## src/rtl/capture_ctrl.sv

```systemverilog
// Capture sequencer for the logic-analyzer sample RAM: circular write pointer,
// pre/armed/post-trigger phases, completion flag and readout address sequencing.
module capture_ctrl #(
  parameter int ADDR_W = 9
) (
  input  logic              clk,
  input  logic              rst,
  input  logic              run,
  input  logic [ADDR_W-1:0] trig_pos,
  input  logic              wrt_smpl,
  input  logic              triggered,
  input  logic              clr_done,
  input  logic              dump_start,
  input  logic              dump_nxt,
  output logic              we,
  output logic [ADDR_W-1:0] waddr,
  output logic [ADDR_W-1:0] raddr,
  output logic              armed,
  output logic              capture_done,
  output logic              dumping,
  output logic              dump_last
);

  localparam logic [ADDR_W:0]   DEPTH_V  = {1'b1, {ADDR_W{1'b0}}};
  localparam logic [ADDR_W-1:0] LAST_CNT = '1;

  typedef enum logic [2:0] {
    S_IDLE,
    S_PRE,
    S_ARMED,
    S_POST,
    S_DONE
  } state_t;

  state_t            r_state;
  logic [ADDR_W-1:0] r_waddr;
  logic [ADDR_W-1:0] r_raddr;
  logic [ADDR_W:0]   r_pre_cnt;
  logic [ADDR_W-1:0] r_post_cnt;
  logic [ADDR_W-1:0] r_rd_cnt;
  logic              r_armed;
  logic              r_done;
  logic              r_dumping;
  logic              r_dump_last;

  logic              w_capturing;
  logic              w_we;
  logic [ADDR_W:0]   w_pre_target;
  logic [ADDR_W:0]   w_pre_cnt_inc;
  logic [ADDR_W-1:0] w_post_cnt_inc;
  logic [ADDR_W-1:0] w_rd_cnt_inc;

  assign w_capturing    = (r_state == S_PRE) || (r_state == S_ARMED) || (r_state == S_POST);
  assign w_we           = wrt_smpl & w_capturing;
  // Pre-trigger quota is the part of the buffer not reserved for post-trigger samples.
  assign w_pre_target   = DEPTH_V - {1'b0, trig_pos};
  assign w_pre_cnt_inc  = r_pre_cnt + 1'b1;
  assign w_post_cnt_inc = r_post_cnt + 1'b1;
  assign w_rd_cnt_inc   = r_rd_cnt + 1'b1;

  always_ff @(posedge clk or posedge rst) begin
    if (rst) begin
      r_state     <= S_IDLE;
      r_waddr     <= '0;
      r_raddr     <= '0;
      r_pre_cnt   <= '0;
      r_post_cnt  <= '0;
      r_rd_cnt    <= '0;
      r_armed     <= 1'b0;
      r_done      <= 1'b0;
      r_dumping   <= 1'b0;
      r_dump_last <= 1'b0;
    end else begin
      if (w_we) begin
        r_waddr <= r_waddr + 1'b1;
      end
      case (r_state)
        S_IDLE: begin
          if (run) begin
            r_state   <= S_PRE;
            r_waddr   <= '0;
            r_pre_cnt <= '0;
          end
        end
        S_PRE: begin
          if (!run) begin
            r_state <= S_IDLE;
          end else if (w_we) begin
            r_pre_cnt <= w_pre_cnt_inc;
            if (w_pre_cnt_inc == w_pre_target) begin
              r_state <= S_ARMED;
              r_armed <= 1'b1;
            end
          end
        end
        S_ARMED: begin
          if (!run) begin
            r_state <= S_IDLE;
            r_armed <= 1'b0;
          end else if (triggered) begin
            // A sample written in the trigger cycle belongs to the pre-trigger window.
            r_armed    <= 1'b0;
            r_post_cnt <= '0;
            if (trig_pos == '0) begin
              r_state <= S_DONE;
              r_done  <= 1'b1;
            end else begin
              r_state <= S_POST;
            end
          end
        end
        S_POST: begin
          if (!run) begin
            r_state <= S_IDLE;
          end else if (w_we) begin
            r_post_cnt <= w_post_cnt_inc;
            if (w_post_cnt_inc == trig_pos) begin
              r_state <= S_DONE;
              r_done  <= 1'b1;
            end
          end
        end
        S_DONE: begin
          if (clr_done) begin
            r_state     <= S_IDLE;
            r_done      <= 1'b0;
            r_dumping   <= 1'b0;
            r_dump_last <= 1'b0;
          end else if (r_dumping) begin
            if (dump_nxt) begin
              r_raddr <= r_raddr + 1'b1;
              if (r_dump_last) begin
                r_dumping   <= 1'b0;
                r_dump_last <= 1'b0;
                r_rd_cnt    <= '0;
              end else begin
                r_rd_cnt    <= w_rd_cnt_inc;
                r_dump_last <= (w_rd_cnt_inc == LAST_CNT);
              end
            end
          end else if (dump_start) begin
            // The frozen write pointer marks the oldest sample in the ring.
            r_dumping   <= 1'b1;
            r_raddr     <= r_waddr;
            r_rd_cnt    <= '0;
            r_dump_last <= 1'b0;
          end
        end
        default: begin
          r_state <= S_IDLE;
        end
      endcase
    end
  end

  assign we           = w_we;
  assign waddr        = r_waddr;
  assign raddr        = r_raddr;
  assign armed        = r_armed;
  assign capture_done = r_done;
  assign dumping      = r_dumping;
  assign dump_last    = r_dump_last;

endmodule

```

## config.mk

```make
export PLATFORM = sky130hd
export DESIGN_NAME = capture_ctrl
export DESIGN_NICKNAME = d
export VERILOG_FILES = /design/src/rtl/capture_ctrl.sv
export SDC_FILE = /design/constraint.sdc
export NUM_CORES = 1
export LEC_CHECK = 0
export ABC_AREA = 1
export CAP_MARGIN = 20
export CELL_PAD_IN_SITES_DETAIL_PLACEMENT = 1
export CELL_PAD_IN_SITES_GLOBAL_PLACEMENT = 2
export CORE_UTILIZATION = 34
export CTS_CLUSTER_DIAMETER = 200
export CTS_CLUSTER_SIZE = 25
export DETAILED_ROUTE_END_ITERATION = 16
export GPL_ROUTABILITY_DRIVEN = 0
export PLACE_DENSITY_LB_ADDON = 0.1
export SLEW_MARGIN = 40
export SYNTH_ARGS = -nofsm -noshare
export SYNTH_HDL_FRONTEND = slang
export SYNTH_SLANG_ARGS = --single-unit
```

## constraint.sdc

```tcl
create_clock -name clk -period 4 [get_ports clk]
set_clock_uncertainty 0.2 [all_clocks]
set_input_delay 0.4 -clock clk [delete_from_list [all_inputs] [get_ports clk]]
set_output_delay 0.4 -clock clk [all_outputs]
set_load 0.01 [all_outputs]
```

* Word-level counts from Yosys, hierarchy flattened
Index checks and enable logic that the tools add are counted.
** Storage, ports and cells
- ROM bits :: 0
- Memories :: 0
- Memory bits (writable) :: 0
- Bits in latches :: 0
- Output and inout port bits :: 23
- Bits in registers :: 53
** Operators by class
- $add $sub $neg :: 6
- Reductions and logical operators :: 17
- Bitwise operators :: 2
- Shift-type cells :: 0
- Multipliers :: 0
- Div/mod/pow operators :: 0
- Eq/ne operators :: 25
- Mux-type cells :: 55
- Order comparisons :: 0
** Operator list (count)
- 9-bit two-way mux :: 14
- 9-bit by 1-bit adder with 9-bit output, second input constant :: 4
- 3-bit two-way mux :: 11
- 10-bit two-way mux :: 3
- 1-bit two-way mux :: 22
- 10-bit case mux with 2 select lines :: 1
- 2-bit inequality test, second input constant :: 9
- 9-bit case mux with 2 select lines :: 1
- 3-bit case mux with 5 select lines :: 1
- 3-bit inequality test, second input constant :: 4
- 10-bit by 1-bit adder with 10-bit output, second input constant :: 1
- 10-bit equality test :: 1
- 5-bit AND reduction :: 2
- 10-bit by 9-bit subtractor with 10-bit output, first input constant :: 1
- 9-bit equality test :: 1
- 9-bit equality test, second input constant :: 1
- 9-bit logical NOT :: 1
- 4-bit AND reduction :: 2
- 8-bit AND reduction :: 1
- 2-bit nonzero test :: 4
- 7-bit AND reduction :: 1
- 3-bit by 2-bit equality test with 1-bit output, second input constant :: 2
- 2-bit by 1-bit inequality test with 1-bit output, second input constant :: 3
- 3-bit by 2-bit inequality test with 1-bit output, second input constant :: 2
- 10 further kinds :: 12

* Depth between registers and ports, before layout
Gate-level depths: netlist of run 1.
- Depth in word-level cells :: 7
- Gate-level depth with buffers :: 16
- Mapped depth without buffers :: 15

* Worst setup path after synthesis of run 1
OpenSTA, ideal clock, no wires.
- Path type :: in2reg
- From :: input trig_pos[0]
- To :: register r_done, in the netlist capture_done
- Cell stages on the path :: 10
- Slack :: 1948 ps
- Arrival time :: 1731 ps
- Path buffers :: 0
- Required time :: 3678 ps
- Cell sequence :: inv_1 ha_1 nand4_1 nor2_1 ha_1 a21oi_1 a2111oi_0 nand2_1 nand2_1 o21ai_1
** Between the ends
- Word-level cells in the longest chain between the ends :: 3
- Elaborated cells on any way between the ends :: 5
- Classes of those cells :: eq/ne: 3; reduce/logical: 2
** Ends and longest elaborated chain
- start, declared :: RTL line 9 : input logic [ADDR_W-1:0] trig_pos,
- 9-bit equality test / 9-bit logical NOT (equally long branches) :: RTL line 117, 104
- 2-bit by 1-bit inequality test with 1-bit output (no line)
- 8-bit AND reduction (no line) *
- end signal, assigned :: RTL line 106 : r_done <= 1'b1;
- end signal, assigned :: RTL line 119 : r_done <= 1'b1;
- end signal, assigned :: RTL line 126 : r_done <= 1'b0;
- end, declared :: RTL line 42 : logic r_done;
Every way passes the cells marked *; elsewhere a longest branch is shown, timed or not.
A chain may end at the register's enable or synchronous reset.

* Worst setup path after layout of run 1
- From :: input trig_pos[0]
- To :: register r_state[0]
** Between the ends
- Word-level cells in the longest chain between the ends :: 5
- Elaborated cells on any way between the ends :: 11
- Classes of those cells :: add/sub: 1; eq/ne: 4; mux: 4; reduce/logical: 2
** Ends and longest elaborated chain
- parallel branches: the longest is 5 deep, another holds 10-bit by 9-bit subtractor with 10-bit output
- end signal, assigned :: RTL line 80 : r_state <= S_PRE;
- end signal, assigned :: RTL line 98 : r_state <= S_IDLE;
- end signal, assigned :: RTL line 105 : r_state <= S_DONE;
- end, declared :: RTL line 35 : state_t r_state;
Several ways; the timed one is not identified. The select of a mux whose other input is x is not followed.

==> out/qor.yml, run 1 <==
clock_path_buffers: 2
grt_use_total: 0.197
synthAdderAreaFrac: 0.0283
drtIter0Drc: 50
rows: 36
die_area_sq_um: 10800
cp-end-kind: "register"
place_hpwl_microns: 8090
yosysWarnings: 0
cts_tree: "yes"
cts_setup_buffers: 0
synth_top_family_by_area: "simple AND/OR/NAND/NOR gates"
antenna_found_initial: 0
synth_xor_area_frac: 0.0297
fin_setup_tns_ns: 0
syn_nets: 545
status: "complete, no violations"
synth_compound_area_frac: 0.115
post-route-util: 0.421
vias_per_cell: 5.04
insertion_delay_ns: 0.31
start_kind: "primary input"
muxShareOfSynthArea: 0
slew_viol_final: 0
cts_resized: 0
cap_violations: 0
p_per_area_nw_per_um2: 519
n_antenna_cell: 0
synth.distinct_cells: 34
p_leak_uw: 0.00195
fin_nets: 587
drc: 0
post-synth-top-area-cell: "dfrtp_1"
cp_cell_sequence: "clkdlybuf4s50_1 -> inv_1 -> ha_1 -> nand4_1 -> nor2_1 -> ha_1 -> nand3b_1 -> nand2_1 -> nor2_1 -> nand3_1 -> nand2_1 -> nand2_1 -> nand2_1 -> nand2_1"
rsz0062_at_grt: "no"
whs_ns: 0.284
wl_per_cell_microns: 14.6
synth_flop_cell: "dfrtp_1"
synth.area.top_cells: "dfrtp_1, nand2_1, inv_1"
yosysTopAreaCellShare: 0.375
finalCriticalPeriod_ns: 2.44
io_pins: 40
dr_total_vias: 3511
critical_path_class: "in -> reg"
synth.cell_area_sq_um: 3540
cp.required_ns: 4.01
grt_start_max_net_pins: 41
cts_hold_buf: 0
setup_viol: 0
syn_inst: 520
fp.dieH_microns: 104
cts-root-buf: "clkbuf_8"
hold_viol_final: 0
synth.avg_cell_area_sq_um: 6.81
area_delta_synth_final_pct: 18.0
period_share: 0.610
die_w_microns: 104
portBuffers: 39
critical-path-max-stage-delay_ns: 0.49
ys_ff_latch: 53
grt_pass1_vias: 3676
antenna_left: 0
start_util: 0.357
ys_seq_area_frac: 0.375
clkTransAtPathRegs_ns: 0.11
cts.sinks: 53
synthArstFlopShare: 1.00
critical-path-slowest-cell: "clkdlybuf4s50_1"
coreArea_sq_um: 9910
drt-pass1-iter-count: 4
vdd_ir_drop_max_mv: 0.161
slew_headroom: 0.638
wl_microns: 10200
numCtsBuffers: 5
worstMarginPinSlew_ns: 0.543
synth-edff-count: 0
synth_simple_gate_area_frac: 0.359
grt_overflow: 0
crit_top_cell: "nand2_1"
grt_pass1_wl_microns: 17600
h-tree-depth: 2
crit_arrival_ns: 2.46
layout-drive-gt1-share: 0.0746
cp_max_fo: 5
max_freq_ghz: 0.410
hold_path.class: "in -> async"
Yosys cell counts, types with 2 or more instances:
| cell type | count |
|---|---|
| nand2_1 | 161 |
| inv_1 | 67 |
| dfrtp_1 | 53 |
| nor2_1 | 49 |
| nand3_1 | 43 |
| o22ai_1 | 23 |
| o21ai_0 | 16 |
| inv_2 | 14 |
| o21ai_1 | 12 |
| a21oi_1 | 11 |
| nor3_1 | 9 |
| ha_1 | 8 |
| nand4_1 | 8 |
| xor2_1 | 8 |
| nor2_2 | 6 |
| buf_2 | 4 |
| xnor2_1 | 4 |
| nor3b_1 | 3 |
| a2bb2oi_1 | 2 |
| clkbuf_1 | 2 |
| nand2_2 | 2 |
| nand3b_1 | 2 |
| nor2_4 | 2 |
power by group:
| group | switching, uW | internal, uW | leakage [uW] | total [uW] |
|---|---|---|---|---|
| Combinational | 553 | 402 | 0.00120 | 955 |
| Clock | 207 | 125 | 0.0000445 | 333 |
| Sequential | 184 | 695 | 0.000700 | 879 |
| Total | 944 | 1220 | 0.00195 | 2170 |
layout by cell type (no fill, tap or decap), drive strengths merged, types with 2 or more instances in the layout:
master,synthesis,final
a21oi,12,12
a2bb2oi,2,2
buf,4,2
clkbuf,2,5
clkdlybuf4s50,0,39
dfrtp,53,53
ha,8,8
inv,81,82
nand2,163,163
nand3,44,44
nand3b,2,2
nand4,8,8
nor2,57,57
nor3,11,11
nor3b,4,4
o21ai,29,29
o22ai,23,23
xnor2,4,4
xor2,8,8
layout make-up:
class / count / area, sq um
fillers: 1334 / 5730
well taps: 133 / 166
inverters: 81 / 307
multi-input cells: 380 / 1880
flip-flops and latches: 53 / 1330
clock inverters: 3 / 21.3
repair buffers: 41 / 405
clock buffers: 5 / 68.8
logic make-up after synthesis:
group	Yosys count
AO/OA/AOI/OAI	70
XOR/XNOR	12
adder cells (fa/ha/maj)	8
buffers and inverters	87
flip-flops	53
AND/OR/NAND/NOR	290
per-stage QoR:
step | area, sq um | std cells | power, uW | worst slack [ns]
6_report | 4180 | 696 | 2170 | 1.56
2_1_floorplan | 3540 | 520 | 1480 | 1.95
4_1_cts | 4180 | 696 | 2200 | 1.52
5_1_grt | 4180 | 696 | 2370 | 1.23
3_5_place_dp | 4090 | 688 | 1860 | 1.21
3_3_place_gp | 4080 | 688 | 1810 | 1.31
worst max-delay path: cells and delay by family:
| kind | cells | cell delay [ns] |
|---|---|---|
| buffers and inverters | 2 | 0.58 |
| adders and majority gates | 2 | 0.57 |
| and+or+nand+nor | 10 | 0.90 |
metal layers:
layer | part of all wire | track usage | up-vias
met5 | 0 | 0 | -
met4 | 0.011 | 0.0357 | 0
met3 | 0.018 | 0.0213 | 9
met2 | 0.52 | 0.373 | 42
met1 | 0.46 | 0.242 | 1699
li1 | - | - | 1761
final timing paths:
path,from,end,slack (ns),cells past startpoint
worst min-delay path,rst,r_rd_cnt[2]$_DFFE_PP0P_,0.28,2
worst max register to register,r_state[0]$_DFFE_PP0P_,r_rd_cnt[5]$_DFFE_PP0P_,1.60,11
worst min register to register,armed$_DFFE_PP0P_,armed$_DFFE_PP0P_,0.31,2
worst max-delay path,trig_pos[0],r_state[0]$_DFFE_PP0P_,1.56,14
min in group clk,armed$_DFFE_PP0P_,armed$_DFFE_PP0P_,0.31,2
max in group asynchronous,rst,r_state[0]$_DFFE_PP0P_,2.69,3
registers in the layout (all words and copies together) (netlist names):
register      count
r_pre_cnt        10
r_post_cnt        9
r_rd_cnt          9
raddr             9
waddr             9
r_state           3
armed             1
capture_done      1
dump_last         1
dumping           1
(Power assumes the default switching activity.)
==> run 2, diff against run 1 <==
CORE_UTILIZATION = 28   (was 34)
clock period = 2.1 ns   (was 4 ns; I/O delays follow)
==> run 2 against run 1 <==
Compared with the run above: worst hold slack got worse by 0.20 ns; via count rose by 4.7%; die area rose by 21%; setup slack got worse by 1.5 ns; non-clock buffer count rose by 50; sequential share of layout area fell by 4.7 points; combinational power rose by 140%; cell area rose by 17%; register-to-register slack got worse by 1.5 ns; clock power rose to 2.6 times the previous value; final cell count rose by 12%; clock-buffer cell count rose by 1.
==> out/qor.yml, run 2 (same netlist as run 1, synthesis figures left out) <==
grt_use_total: 0.181  # was 0.197
grt_pass1_vias: 3929  # was 3676
vdd_ir_drop_max_mv: 0.394  # was 0.161 mV
drt-pass1-iter-count: 4  # unchanged
cp-end-kind: "register"  # unchanged
fp.dieH_microns: 114  # was 104 microns
cp.required_ns: 2.10  # was 4.01 ns
dpl_cell_area_sq_um: 4480  # was 4090 sq um
slew_headroom: 0.776  # was 0.638
r2r_slack_ns: 0.08  # was 1.60 ns
insertion_delay_ns: 0.31  # about the same
coreArea_sq_um: 12200  # was 9910 sq um
mostFrequentLayoutCells: "nand2_1, inv_1, dfrtp_1, buf_4, nand3_1"  # was nand2_1, inv_1, dfrtp_1, nor2_1, nand3_1
cts_hold_buf: 0  # unchanged
cap_violations: 0  # unchanged
rr_endpoint: "r_state[1]$_DFFE_PP0P_"  # was r_rd_cnt[5]$_DFFE_PP0P_
cp_max_fo: 3  # was 5
status: "complete, no violations"  # unchanged
cts_tree: "yes"  # unchanged
critical_path_class: "reg -> reg"  # was in -> reg
die_area_sq_um: 13100  # was 10800 sq um
setup_viol: 0  # unchanged
clkTransAtPathRegs_ns: 0.08  # was 0.11 ns
rsz0062_at_grt: "yes"  # was no
critical-path-slowest-cell: "dfrtp_1"  # was clkdlybuf4s50_1
start_kind: "register"  # was primary input
antenna_found_initial: 0  # unchanged
h-tree-depth: 2  # unchanged
largest_reg_flops: 10  # unchanged
rr_worst_depth: 12  # was 11
cts-root-buf: "clkbuf_16"  # was clkbuf_8
crit_top_cell: "nand2_1"  # unchanged
wl_per_cell_microns: 13.9  # was 14.6 microns
hold_path.class: "in -> async"  # unchanged
p_per_area_nw_per_um2: 975  # was 519 nW/um^2
r2r-start: "r_post_cnt[0]$_DFFE_PP0P_"  # was r_state[0]$_DFFE_PP0P_
crit_family: "simple AND/OR/NAND/NOR gates"  # unchanged
numCtsBuffers: 5  # unchanged
worstMarginPinSlew_ns: 0.336  # was 0.543 ns
grt_overflow: 0  # unchanged
area_delta_synth_final_pct: 38.6  # was 18.0%
period_share: 0.963
start_util: 0.291  # was 0.357
clock_path_buffers: 2  # unchanged
grt_start_max_net_pins: 54  # was 41
portBuffers: 39  # unchanged
layout-drive-gt1-share: 0.219  # was 0.0746
max_freq_ghz: 0.495
fin_setup_tns_ns: 0  # unchanged
drc: 0  # unchanged
finalInstanceArea_sq_um: 4910  # was 4180 sq um
dr_total_vias: 3677  # was 3511
critical-path-max-stage-delay_ns: 0.42  # was 0.49 ns
post-route-util: 0.403  # was 0.421
wl_microns: 10900  # was 10200 microns
crit_arrival_ns: 2.02  # was 2.46 ns
die_w_microns: 114  # was 104 microns
slew_viol_final: 0  # unchanged
critPathBufInv: 1  # was 2
vias_per_cell: 4.71  # was 5.04
place_hpwl_microns: 8460  # was 8090 microns
p_leak_uw: 0.00232  # was 0.00195 uW
antenna_left: 0  # unchanged
cp_cell_sequence: "ha_4 -> inv_2 -> nand2_1 -> nand3_1 -> nor2_1 -> nand3_1 -> nor2_2 -> nand3_2 -> a21oi_4 -> nand2_2 -> nand2_1 -> nand2_1"  # was clkdlybuf4s50_1 -> inv_1 -> ha_1 -> nand4_1 -> nor2_1 -> ha_1 -> nand3b_1 -> nand2_1 -> nor2_1 -> nand3_1 -> nand2_1 -> nand2_1 -> nand2_1 -> nand2_1
cts.sinks: 53  # unchanged
n_antenna_cell: 0  # unchanged
drtIter0Drc: 82  # was 50
top_register: "r_pre_cnt"  # unchanged
finalCriticalPeriod_ns: 2.02
io_pins: 40  # unchanged
rows: 40  # was 36
final_common_cell: "nand2_1"  # unchanged
fin_nets: 637  # was 587
hold_viol_final: 0  # unchanged
grt_pass1_wl_microns: 18600  # was 17600 microns
[run 2: changes by cell type in the layout (fill, tap and decap cells not counted), moves of 10 or more]
| cell | delta |
|---|---|
| nand2_2 | +12 |
| nor2_1 | -10 |
| buf_4 | +42 |
| nand2_1 | -14 |
[run 2: worst max-delay path by stage]
stage	from	depth (start not counted)	end	slack, ns
after floorplan	trig_pos[0]	10	capture_done$_DFFE_PP0P_	0.24
after global placement	trig_pos[0]	14	r_state[1]$_DFFE_PP0P_	-0.29
after detailed placement	trig_pos[0]	14	r_state[0]$_DFFE_PP0P_	-0.36
after CTS	r_post_cnt[0]$_DFFE_PP0P_	14	r_state[0]$_DFFE_PP0P_	0.006
after global routing	r_post_cnt[1]$_DFFE_PP0P_	14	r_state[1]$_DFFE_PP0P_	-0.08
final	r_post_cnt[0]$_DFFE_PP0P_	12	r_state[1]$_DFFE_PP0P_	0.08
[run 2: worst reg2reg max path, cell delays in order (launching register included)]
cell and delay [ns]:
dfrtp_1 0.42, ha_4 0.29, inv_2 0.03, nand2_1 0.05, nand3_1 0.07, nor2_1 0.13, nand3_1 0.10, nor2_2 0.12
nand3_2 0.13, a21oi_4 0.18, nand2_2 0.09, nand2_1 0.06, nand2_1 0.05
[run 2: stage by stage]
stage               cells  worst slack, ns  power, uW  hold WS, ns
global placement      765           -0.294       3690        0.284
detailed placement    765           -0.365       3770        0.306
global route          781          -0.0789       5210        0.120
floorplan             520            0.238       2810        0.190
CTS                   773          0.00615       4710       0.0882
finish                781           0.0784       4780       0.0795
[run 2: what timing repair did]
item	4_1_cts	5_1_grt
resized for setup	15	55
pin swaps	6	30
endpoints found under the hold margin	0	0
buffers inserted	0	8
gates cloned	0	0
endpoints found under the setup margin	3	33
[run 2: power by group]
group          switching (uW)  internal [uW]  leakage (uW)  total, uW
registers                 312           1330      0.000697       1640
clock network             415            444     0.0000631        859
logic                    1230           1060       0.00156       2280
total                    1960           2830       0.00232       4780
[run 2: final cells by class]
class,count,area (sq um)
well taps,168,210
repair buffers,91,850
multi-input cells,380,2060
fillers,1517,7260
inverters,81,312
clock inverters,2,15.0
clock buffers,6,129
flip-flops and latches,53,1330
[run 2: routing by layer]
layer	GRT usage	wire length, microns
met1	0.215	4900
met5	0	0
met3	0.0307	265
met2	0.338	5570
met4	0.0450	139
==> run 3, diff against run 2 <==
CORE_ASPECT_RATIO = 1.2   (was not set)
==> run 3 against run 2 <==
Compared with the run above: flip-flop and latch count is the same; non-clock buffer count stayed put; routed wire length increased by 3.3%; maximum frequency grew 0.45%; highest routed layer unchanged; power grew 0.93%; critical path depth up 1; cell area is 1.2% higher; clock-buffer cell count stayed put; via count is 0.98% higher; largest power group unchanged; combinational power up 2%; die area about the same.
==> out/qor.yml, run 3 (same netlist as run 1, synthesis figures left out) <==
n_antenna_cell: 0  # unchanged
cp_cell_sequence: "ha_4 -> nand3_2 -> nor2_2 -> buf_4 -> nand2_1 -> nand3b_1 -> nand2_1 -> nor2_1 -> nand3_1 -> nand2_1 -> nand2_1 -> nand2_1 -> nand2_1"  # was ha_4 -> inv_2 -> nand2_1 -> nand3_1 -> nor2_1 -> nand3_1 -> nor2_2 -> nand3_2 -> a21oi_4 -> nand2_2 -> nand2_1 -> nand2_1
critical-path-slowest-cell: "dfrtp_1"  # unchanged
wl_per_cell_microns: 14.5  # was 13.9 microns
cts_hold_buf: 0  # unchanged
clock_path_buffers: 2  # unchanged
finalInstanceArea_sq_um: 4960  # was 4910 sq um
cp_max_fo: 4  # was 3
mostFrequentLayoutCells: "nand2_1, inv_1, dfrtp_1, buf_4, nor2_1"  # was nand2_1, inv_1, dfrtp_1, buf_4, nand3_1
rows: 44  # was 40
numCtsBuffers: 5  # unchanged
fin_nets: 637  # unchanged
dpl.cell_count: 763  # was 765
vias_per_cell: 4.80  # was 4.71
crit_start: "r_pre_cnt[1]$_DFFE_PP0P_"  # was r_post_cnt[0]$_DFFE_PP0P_
rr_worst_depth: 13  # was 12
status: "complete, no violations"  # unchanged
max_freq_ghz: 0.497  # was 0.495 GHz
setup_slack_ns: 0.0875  # was 0.0784 ns
critical-path-max-stage-delay_ns: 0.41  # was 0.42 ns
cp.required_ns: 2.09  # was 2.10 ns
drc: 0  # unchanged
rsz0062_at_grt: "yes"  # unchanged
r2r-start: "r_pre_cnt[1]$_DFFE_PP0P_"  # was r_post_cnt[0]$_DFFE_PP0P_
start_kind: "register"  # unchanged
crit_arrival_ns: 2.00  # was 2.02 ns
worstMarginPinSlew_ns: 0.325  # was 0.336 ns
drt-pass1-iter-count: 4  # unchanged
antenna_left: 0  # unchanged
dp_slack_ns: -0.382  # was -0.365 ns
area_delta_synth_final_pct: 40.2  # was 38.6%
vdd_ir_drop_max_mv: 0.410  # was 0.394 mV
die_area_sq_um: 13100  # about the same
place_hpwl_microns: 8700  # was 8460 microns
fp.dieH_microns: 125  # was 114 microns
grt_use_total: 0.179  # was 0.181
coreArea_sq_um: 12200  # about the same
die_w_microns: 105  # was 114 microns
critPathBufInv: 1  # unchanged
hold_path.class: "in -> async"  # unchanged
final_common_cell: "nand2_1"  # unchanged
critical_path_class: "reg -> reg"  # unchanged
portBuffers: 39  # unchanged
grt_pass1_vias: 3945  # was 3929
dr_total_vias: 3713  # was 3677
crit_family: "simple AND/OR/NAND/NOR gates"  # unchanged
period_share: 0.958  # was 0.963
slew_headroom: 0.783  # was 0.776
io_pins: 40  # unchanged
fin_cells: 774  # was 781
slew_viol_final: 0  # unchanged
antenna_found_initial: 0  # unchanged
largest_reg_flops: 10  # unchanged
cts_tree: "yes"  # unchanged
cts.sinks: 53  # unchanged
path_depth: 13  # was 12
p_per_area_nw_per_um2: 972  # was 975 nW/um^2
grt_overflow: 0  # unchanged
cts-root-buf: "clkbuf_16"  # unchanged
wl_microns: 11200  # was 10900 microns
h-tree-depth: 2  # unchanged
cap_violations: 0  # unchanged
crit_top_cell: "nand2_1"  # unchanged
whs_ns: 0.0838  # was 0.0795 ns
start_util: 0.290  # was 0.291
setup_viol: 0  # unchanged
dpl_cell_area_sq_um: 4500  # was 4480 sq um
finalCriticalPeriod_ns: 2.01  # was 2.02 ns
top_register: "r_pre_cnt"  # unchanged
drtIter0Drc: 56  # was 82
layout-drive-gt1-share: 0.250  # was 0.219
post-route-util: 0.406  # was 0.403
grt_pass1_wl_microns: 18900  # was 18600 microns
clkTransAtPathRegs_ns: 0.08  # about the same
cp-end-kind: "register"  # unchanged
hold_viol_final: 0  # unchanged
p_leak_uw: 0.00231  # was 0.00232 uW
grt_start_max_net_pins: 54  # unchanged
insertion_delay_ns: 0.30  # was 0.31 ns
[run 3: cell count changes in the layout (fill, tap and decap cells not counted), moves of 5 or more]
cell	change
nand2_1	-8
nand2_2	+6
nand3_1	-5
nand3_2	+5
[run 3: layout make-up]
| cell class | count | area [sq um] |
|---|---|---|
| fillers | 1538 | 7260 |
| clock buffers | 6 | 129 |
| clock inverters | 2 | 15.0 |
| multi-input cells | 380 | 2140 |
| inverters | 81 | 309 |
| well taps | 161 | 201 |
| flip-flops and latches | 53 | 1330 |
| repair buffers | 91 | 842 |
[run 3: per-layer routing]
layer / vias up / global-route usage / share of wire
li1: 1860 / - / -
met1: 1813 / 0.200 / 0.41
met2: 34 / 0.356 / 0.56
met3: 6 / 0.0203 / 0.015
met4: 0 / 0.0398 / 0.0096
met5: - / 0 / 0
[run 3: metrics by stage]
step                      total power (uW)  TNS [ns]
final                                 4830         0
after global routing                  5230    -0.228
after CTS                             4700   -0.0280
after detailed placement              3780     -2.55
after global placement                3690     -2.50
after floorplan                       2810         0
[run 3: what timing repair did]
action,CTS,global route
gates resized for setup,13,78
pin swaps,8,24
cloned,0,0
setup buffers,0,3
endpoints found under the setup margin,13,28
hold endpoints to repair,0,0
[run 3: path summary, 6_finish.rpt]
check	end	slack, ns
min	r_rd_cnt[3]$_DFFE_PP0P_	0.08
min reg2reg	r_rd_cnt[8]$_DFFE_PP0P_	0.31
min in group clk	r_rd_cnt[8]$_DFFE_PP0P_	0.31
max in group asynchronous	r_pre_cnt[3]$_DFFE_PP0P_	1.32
max	armed$_DFFE_PP0P_	0.09
max reg2reg	armed$_DFFE_PP0P_	0.09
[run 3: tightest hold or removal path, delay by kind of cell]
| family | cells | cell delay, ns |
|---|---|---|
| buffers and inverters | 3 | 0.76 |
[run 3: power breakdown]
group	internal [uW]	switching, uW
Clock	444	400
Sequential	1330	332
Combinational	1060	1260
